===== src/rtl/mul_dispatch_ctrl.sv =====
// mul_dispatch_ctrl: request/response sequencer around a start/done multiplier with zero bypass and timeout
module mul_dispatch_ctrl #(
  parameter int WIDTH     = 8,
  parameter int TIMEOUT   = 32,
  parameter int DONE_MASK = 2
) (
  input  logic               clk,
  input  logic               rst,
  input  logic               req_valid,
  output logic               req_ready,
  input  logic [WIDTH-1:0]   req_a,
  input  logic [WIDTH-1:0]   req_b,
  output logic               mul_start,
  output logic [WIDTH-1:0]   mul_multiplicand,
  output logic [WIDTH-1:0]   mul_multiplier,
  input  logic [2*WIDTH-1:0] mul_outbus,
  input  logic               mul_done,
  output logic               rsp_valid,
  input  logic               rsp_ready,
  output logic [2*WIDTH-1:0] rsp_result,
  output logic               rsp_timeout,
  output logic               busy
);
  localparam int CW = $clog2(TIMEOUT + 1);
  typedef enum logic [1:0] {IDLE, START, WAIT, HOLD} state_t;
  state_t state, state_n;
  logic [CW-1:0] cnt;
  logic done_q, tmo, zero, acc;
  assign req_ready = state == IDLE;
  assign mul_start = state == START;
  assign rsp_valid = state == HOLD;
  assign busy      = state != IDLE;
  // next state; a qualified done beats a simultaneous timeout
  always_comb begin
    acc     = state == IDLE && req_valid;
    zero    = req_a == '0 || req_b == '0;
    done_q  = state == WAIT && mul_done && cnt >= CW'(DONE_MASK);
    tmo     = state == WAIT && cnt == CW'(TIMEOUT - 1);
    state_n = state == IDLE  ? (acc ? (zero ? HOLD : START) : IDLE) :
              state == START ? WAIT :
              state == WAIT  ? (done_q || tmo ? HOLD : WAIT) :
                               (rsp_ready ? IDLE : HOLD);
  end
  // state, wait counter, operand and result registers
  always_ff @(posedge clk) begin
    if (rst) begin
      state            <= IDLE;
      cnt              <= '0;
      mul_multiplicand <= '0;
      mul_multiplier   <= '0;
      rsp_result       <= '0;
      rsp_timeout      <= 1'b0;
    end else begin
      state <= state_n;
      cnt   <= state == WAIT ? cnt + 1'b1 : '0;
      if (acc) begin
        mul_multiplicand <= req_a;
        mul_multiplier   <= req_b;
      end
      if (acc && zero) begin
        rsp_result  <= '0;
        rsp_timeout <= 1'b0;
      end else if (done_q) begin
        rsp_result  <= mul_outbus;
        rsp_timeout <= 1'b0;
      end else if (tmo) begin
        rsp_result  <= '0;
        rsp_timeout <= 1'b1;
      end
    end
  end
endmodule


===== config.mk =====
export PLATFORM = sky130hd
export DESIGN_NAME = mul_dispatch_ctrl
export DESIGN_NICKNAME = d
export VERILOG_FILES = /design/src/rtl/mul_dispatch_ctrl.sv
export SDC_FILE = /design/constraint.sdc
export NUM_CORES = 1
export LEC_CHECK = 0
export ABC_AREA = 1
export BUFFER_PORTS_ARGS = -buffer_cell sky130_fd_sc_hd__buf_2
export CAP_MARGIN = 20
export CORE_MARGIN = 4
export CORE_UTILIZATION = 42
export DETAILED_ROUTE_END_ITERATION = 8
export HOLD_SLACK_MARGIN = 0.02
export PLACE_DENSITY = 0.75
export SLEW_MARGIN = 20
export SYNTH_ARGS = -nofsm -noshare
export SYNTH_HDL_FRONTEND = slang
export SYNTH_SLANG_ARGS = --single-unit

===== constraint.sdc =====
create_clock -name clk -period 1.3 [get_ports clk]
set_clock_uncertainty 0.1 [all_clocks]
set_input_delay 0.13 -clock clk [delete_from_list [all_inputs] [get_ports clk]]
set_output_delay 0.13 -clock clk [all_outputs]
set_load 0.01 [all_outputs]

Word level (Yosys, flattened, before mapping)
Cells that the tools add are included.

Muxes and demuxes: 9. Equal/unequal tests: 4. Bitwise operators: 1. Add/subtract/negate cells: 1. Reductions and logical operators: 15. $lt $le $gt $ge: 1.

Operators with widths (count): 16-bit 2-to-1 mux (2); 8-bit zero test (2); 2-bit 2-to-1 mux (6); 6-bit by 1-bit adder with 6-bit output, second input constant (1); 6-bit by 5-bit == test with 1-bit output, second input constant (1); 6-bit by 2-bit greater-or-equal comparator with 1-bit output, second input constant (1); 1-bit logical AND (5); 2-bit == test, second input constant (2); 2-bit nonzero test (2); 2-bit OR reduction (2); 3-bit OR reduction (1); 2-bit by 1-bit == test with 1-bit output, second input constant (1); 2-bit zero test (1); 1-bit logical OR (2); 1-bit 2-to-1 mux (1); 1-bit NOT (1).

Output and inout port bits: 37. Logic and storage cells: 37. Bits of input ports: 37. Register bits: 41.

Longest topological paths before layout
Word-level depth: 8. Depth in mapped cells: 10. Mapped depth without buffers: 9.

Worst setup path after synthesis
No wires, ideal clock.

Path type: register -> register. Start point: register cnt[0]. End point: register rsp_result[3]. Cell stages (with the launch flop): 11. Buffers on the path: 1. Arrival: 1.262 ns. Clock period less this slack: 1.429 ns. Slack: -0.129 ns. Required time: 1.134 ns. Setup time: 0.066 ns. Cell sequence: dfxtp_1 inv_1 ha_1 nor2_1 nand3_1 nand2_4 nand2_2 inv_4 buf_6 nand2_1 a21oi_2.

Word-level cells in the longest chain between the ends: 3. Elaborated cells on any way between the ends: 6. Those cells by class: 1 x order compare; 1 x eq/ne; 1 x mux; 3 x reduce/logical.

RTL lines: start, declared (line 27) `logic [CW-1:0] cnt;`; start signal, assigned (line 55) `cnt <= state == WAIT ? cnt + 1'b1 : '0;`; 6-bit by 2-bit greater-or-equal comparator with 1-bit output / 6-bit by 5-bit == test with 1-bit output (equally long branches) (line 37, 38); 1-bit logical AND (on tied branches) (line 37, 38); 16-bit 2-to-1 mux / 2-bit nonzero test (equally long branches); end signal, assigned (line 64) `rsp_result <= mul_outbus;`; end, declared (line 20) `output logic [2*WIDTH-1:0] rsp_result,`.

Parallel ways exist; a longest one is shown, timed or not. A chain may end at the register's enable or synchronous reset.

Final worst setup path
Start point: register cnt[0]. End point: register rsp_result[10].

The elaborated chain is that of the path after synthesis.

==> reports/qor.yml <==
place:
  io_buffers: 73
  dp_cells: 346
  gp_congestion: 0.792
  dp_hpwl_um: 3060
  place_ws_ns: -0.149
  place_area_mm2: 0.00223
floorplanning:
  die_width_um: 72.0
  row_count: 22
  chipHeight_um: 72.0
  dieArea_mm2: 0.00518
  fp.coreArea_mm2: 0.00380
  start_util: 0.453
  io_pins: 74
final_layout:
  final_nets: 372
  stdcell_area_mm2: 0.00273
  drive_above_1_share: 0.464
  area_growth_syn_to_layout_pct: 58.7
  insertedDiodeCount: 0
  nFillCells: 292
  fin_util: 0.718
  final_cells: 382
worst_setup_path:
  start_kind: "register"
  critPathRequiredTime_ns: 1.41
  cp_max_fo: 8
  crit_type: "reg -> reg"
  cp.arrival_ns: 1.55
  cp-end-kind: "register"
clock_network:
  cts_tree: "yes"
  ctsHtreeMaxLevel: 2
  clk_pin_slew_ns: 0.07
  clk_latency_ns: 0.28
  root_buffer: "clkbuf_8"
  cts_sinks: 41
  clk_path_buf_depth: 2
  cts_made_buffers: 5
synth:
  synth_seq_area_share: 0.477
  yosysUniqueCellTypes: 27
  synth-edff-count: 0
  postSynthCellCount: 216
  async_flop_share: 0
  yosys_warnings: 0
  syn_area_per_cell_um2: 7.96
  syn_nets: 255
  ys_ff_latch: 41
  synthFlopType: "dfxtp_1"
  syn-cell-area_mm2: 0.00172
routing:
  vias: 1825
  wl_per_cell_um: 12.8
  drt-initial-drc-count: 43
  viasPerCell: 4.78
  drt_wl_total_um: 4900
  route.detailed.drc: 0
  ant_nets: 0
  drt_pre_antenna_iters: 4
sta:
  hold_violations: 0
  finalSetupViolations: 18
  relSlewSlack: 0.814
  clock.fmax_mhz: 695
  max_slew.worst_pin.slew_ns: 0.279
  drv_slew: 0
  period_minus_slack_ns: 1.44
  rsz0062_at_grt: "yes"
  worst_slack_ns: -0.138
  period_share: 1.11
grt:
  grt_max_degree: 18
  antenna_found_initial: 0
  grt_pass1_wl_um: 7110
  grt-ovfl-total: 0
  grt_use_total: 0.172
  grt_pass1_vias: 1660
power:
  ir_worst_vdd_uv: 744
  power_density_mw_per_mm2: 952
  power_leakage_nw: 1.30
  swShare: 0.258
  p_comb_frac: 0.179
  power_switching_w: 0.000671
  seqPwrFrac: 0.517
  pwr-share-clk: 0.305
  p_int_w: 0.00193
flow_run:
  drv_cap: 0
outcome:
  violations: "setup timing"
  outcome: "finished, violations left"
min_path:
  hold_path_class: "in -> reg"
-- path summary, 6_finish.rpt --
| check | start | end | slack (ns) | depth (start not counted) |
|---|---|---|---|---|
| min reg2reg | rsp_result[0]$_SDFFE_PP0P_ | rsp_result[0]$_SDFFE_PP0P_ | 0.37 | 2 |
| min | req_a[6] | mul_multiplicand[6]$_SDFFE_PP0P_ | 0.02 | 3 |
| max | cnt[0]$_SDFF_PP0_ | rsp_result[10]$_SDFFE_PP0P_ | -0.14 | 9 |
| max reg2reg | cnt[0]$_SDFF_PP0_ | rsp_result[10]$_SDFFE_PP0P_ | -0.14 | 9 |
-- power groups by stage --
stage	registers, W	logic, W	clock network [W]
after floorplan	0.00140	0.000172	0
after global placement	0.00137	0.000389	0
after detailed placement	0.00137	0.000394	0
after CTS	0.00134	0.000452	0.000810
after global routing	0.00135	0.000513	0.000879
final	0.00134	0.000464	0.000791
-- critical path, cell delays in order, from the launching register on --
cell,delay (ns)
dfxtp_4,0.38
inv_2,0.05
ha_4,0.15
nor2_4,0.09
nand3_2,0.09
nand2_4,0.14
nand2_8,0.09
clkinv_8,0.09
nand2_2,0.06
a21oi_2,0.13
-- through the flow --
step | total power (W) | setup TNS, ns | hold slack [ns]
floorplan | 0.00157 | -0.727 | 0.0917
CTS | 0.00261 | -1.01 | 0.0201
detailed placement | 0.00177 | -1.75 | 0.279
global placement | 0.00176 | -1.27 | 0.272
finish | 0.00260 | -1.73 | 0.0219
global route | 0.00274 | -3.25 | 0.0240
-- layer usage --
layer / vias up / global-route usage / part of all wire
met2: 49 / 0.314 / 0.54
met1: 842 / 0.192 / 0.38
met5: - / 0 / 0
met3: 15 / 0.0443 / 0.049
met4: 0 / 0.0626 / 0.027
li1: 919 / - / -
-- registers in the layout (all words and copies together), names as in the netlist --
| register | count |
|---|---|
| cnt | 6 |
| mul_multiplicand | 8 |
| mul_multiplier | 8 |
| rsp_timeout | 1 |
| state | 2 |
| rsp_result | 16 |
-- cells in the mapped netlist (2+ instances only) --
cell | count | area, um^2
nor3_1 | 3 | 15.0
o21ai_0 | 15 | 75.1
nand2_1 | 46 | 173
nor2_1 | 47 | 176
a21oi_2 | 10 | 87.6
inv_4 | 2 | 12.5
nor2_2 | 2 | 12.5
nor2_4 | 3 | 33.8
nand3_1 | 3 | 15.0
buf_6 | 2 | 22.5
nand2_4 | 3 | 33.8
dfxtp_1 | 41 | 821
ha_1 | 2 | 25.0
inv_1 | 13 | 48.8
nand2_2 | 3 | 18.8
inv_2 | 2 | 7.51
a21oi_1 | 9 | 45.0
-- cells by family (layout without fill, tap and decap cells) --
logic type	Yosys count	count (layout)	synth area share
adder cells (fa/ha/maj)	2	2	0.0146
AO/OA/AOI/OAI	35	35	0.125
flip-flops	41	41	0.477
buffers and inverters	23	140	0.0691
XOR/XNOR	1	1	0.00510
AND/OR/NAND/NOR	114	115	0.309
-- layout make-up --
cell class                 count  area (um^2)  share of cell area
multi-input combinational    153          926               0.339
sequential                    41          831               0.304
timing repair buffer         114          737               0.270
clock buffer                   8         80.1              0.0293
inverter                      17         78.8              0.0289
tap                           48         60.1              0.0220
timing repair inverter         1         16.3             0.00596
-- placed cells by master, fill, tap and decap left out, types with 3 or more instances in the layout --
cell type,count
a21oi_1,5
a21oi_2,14
buf_2,73
buf_4,16
clkbuf_1,3
clkbuf_8,5
dfxtp_1,37
dlygate4sd3_1,24
inv_1,10
inv_2,5
nand2_1,32
nand2_2,10
nand2_4,9
nor2_1,44
nor2_2,4
nor2_4,4
nor3_1,3
o21ai_0,15
-- what timing repair did --
item,in CTS,in global routing
setup endpoints to repair,18,24
gates resized for setup,4,37
pin swaps,4,13
setup buffers,1,1
cloned,1,1
hold endpoints to repair,26,0
hold buffers,24,0
(Power assumes the default switching activity.)
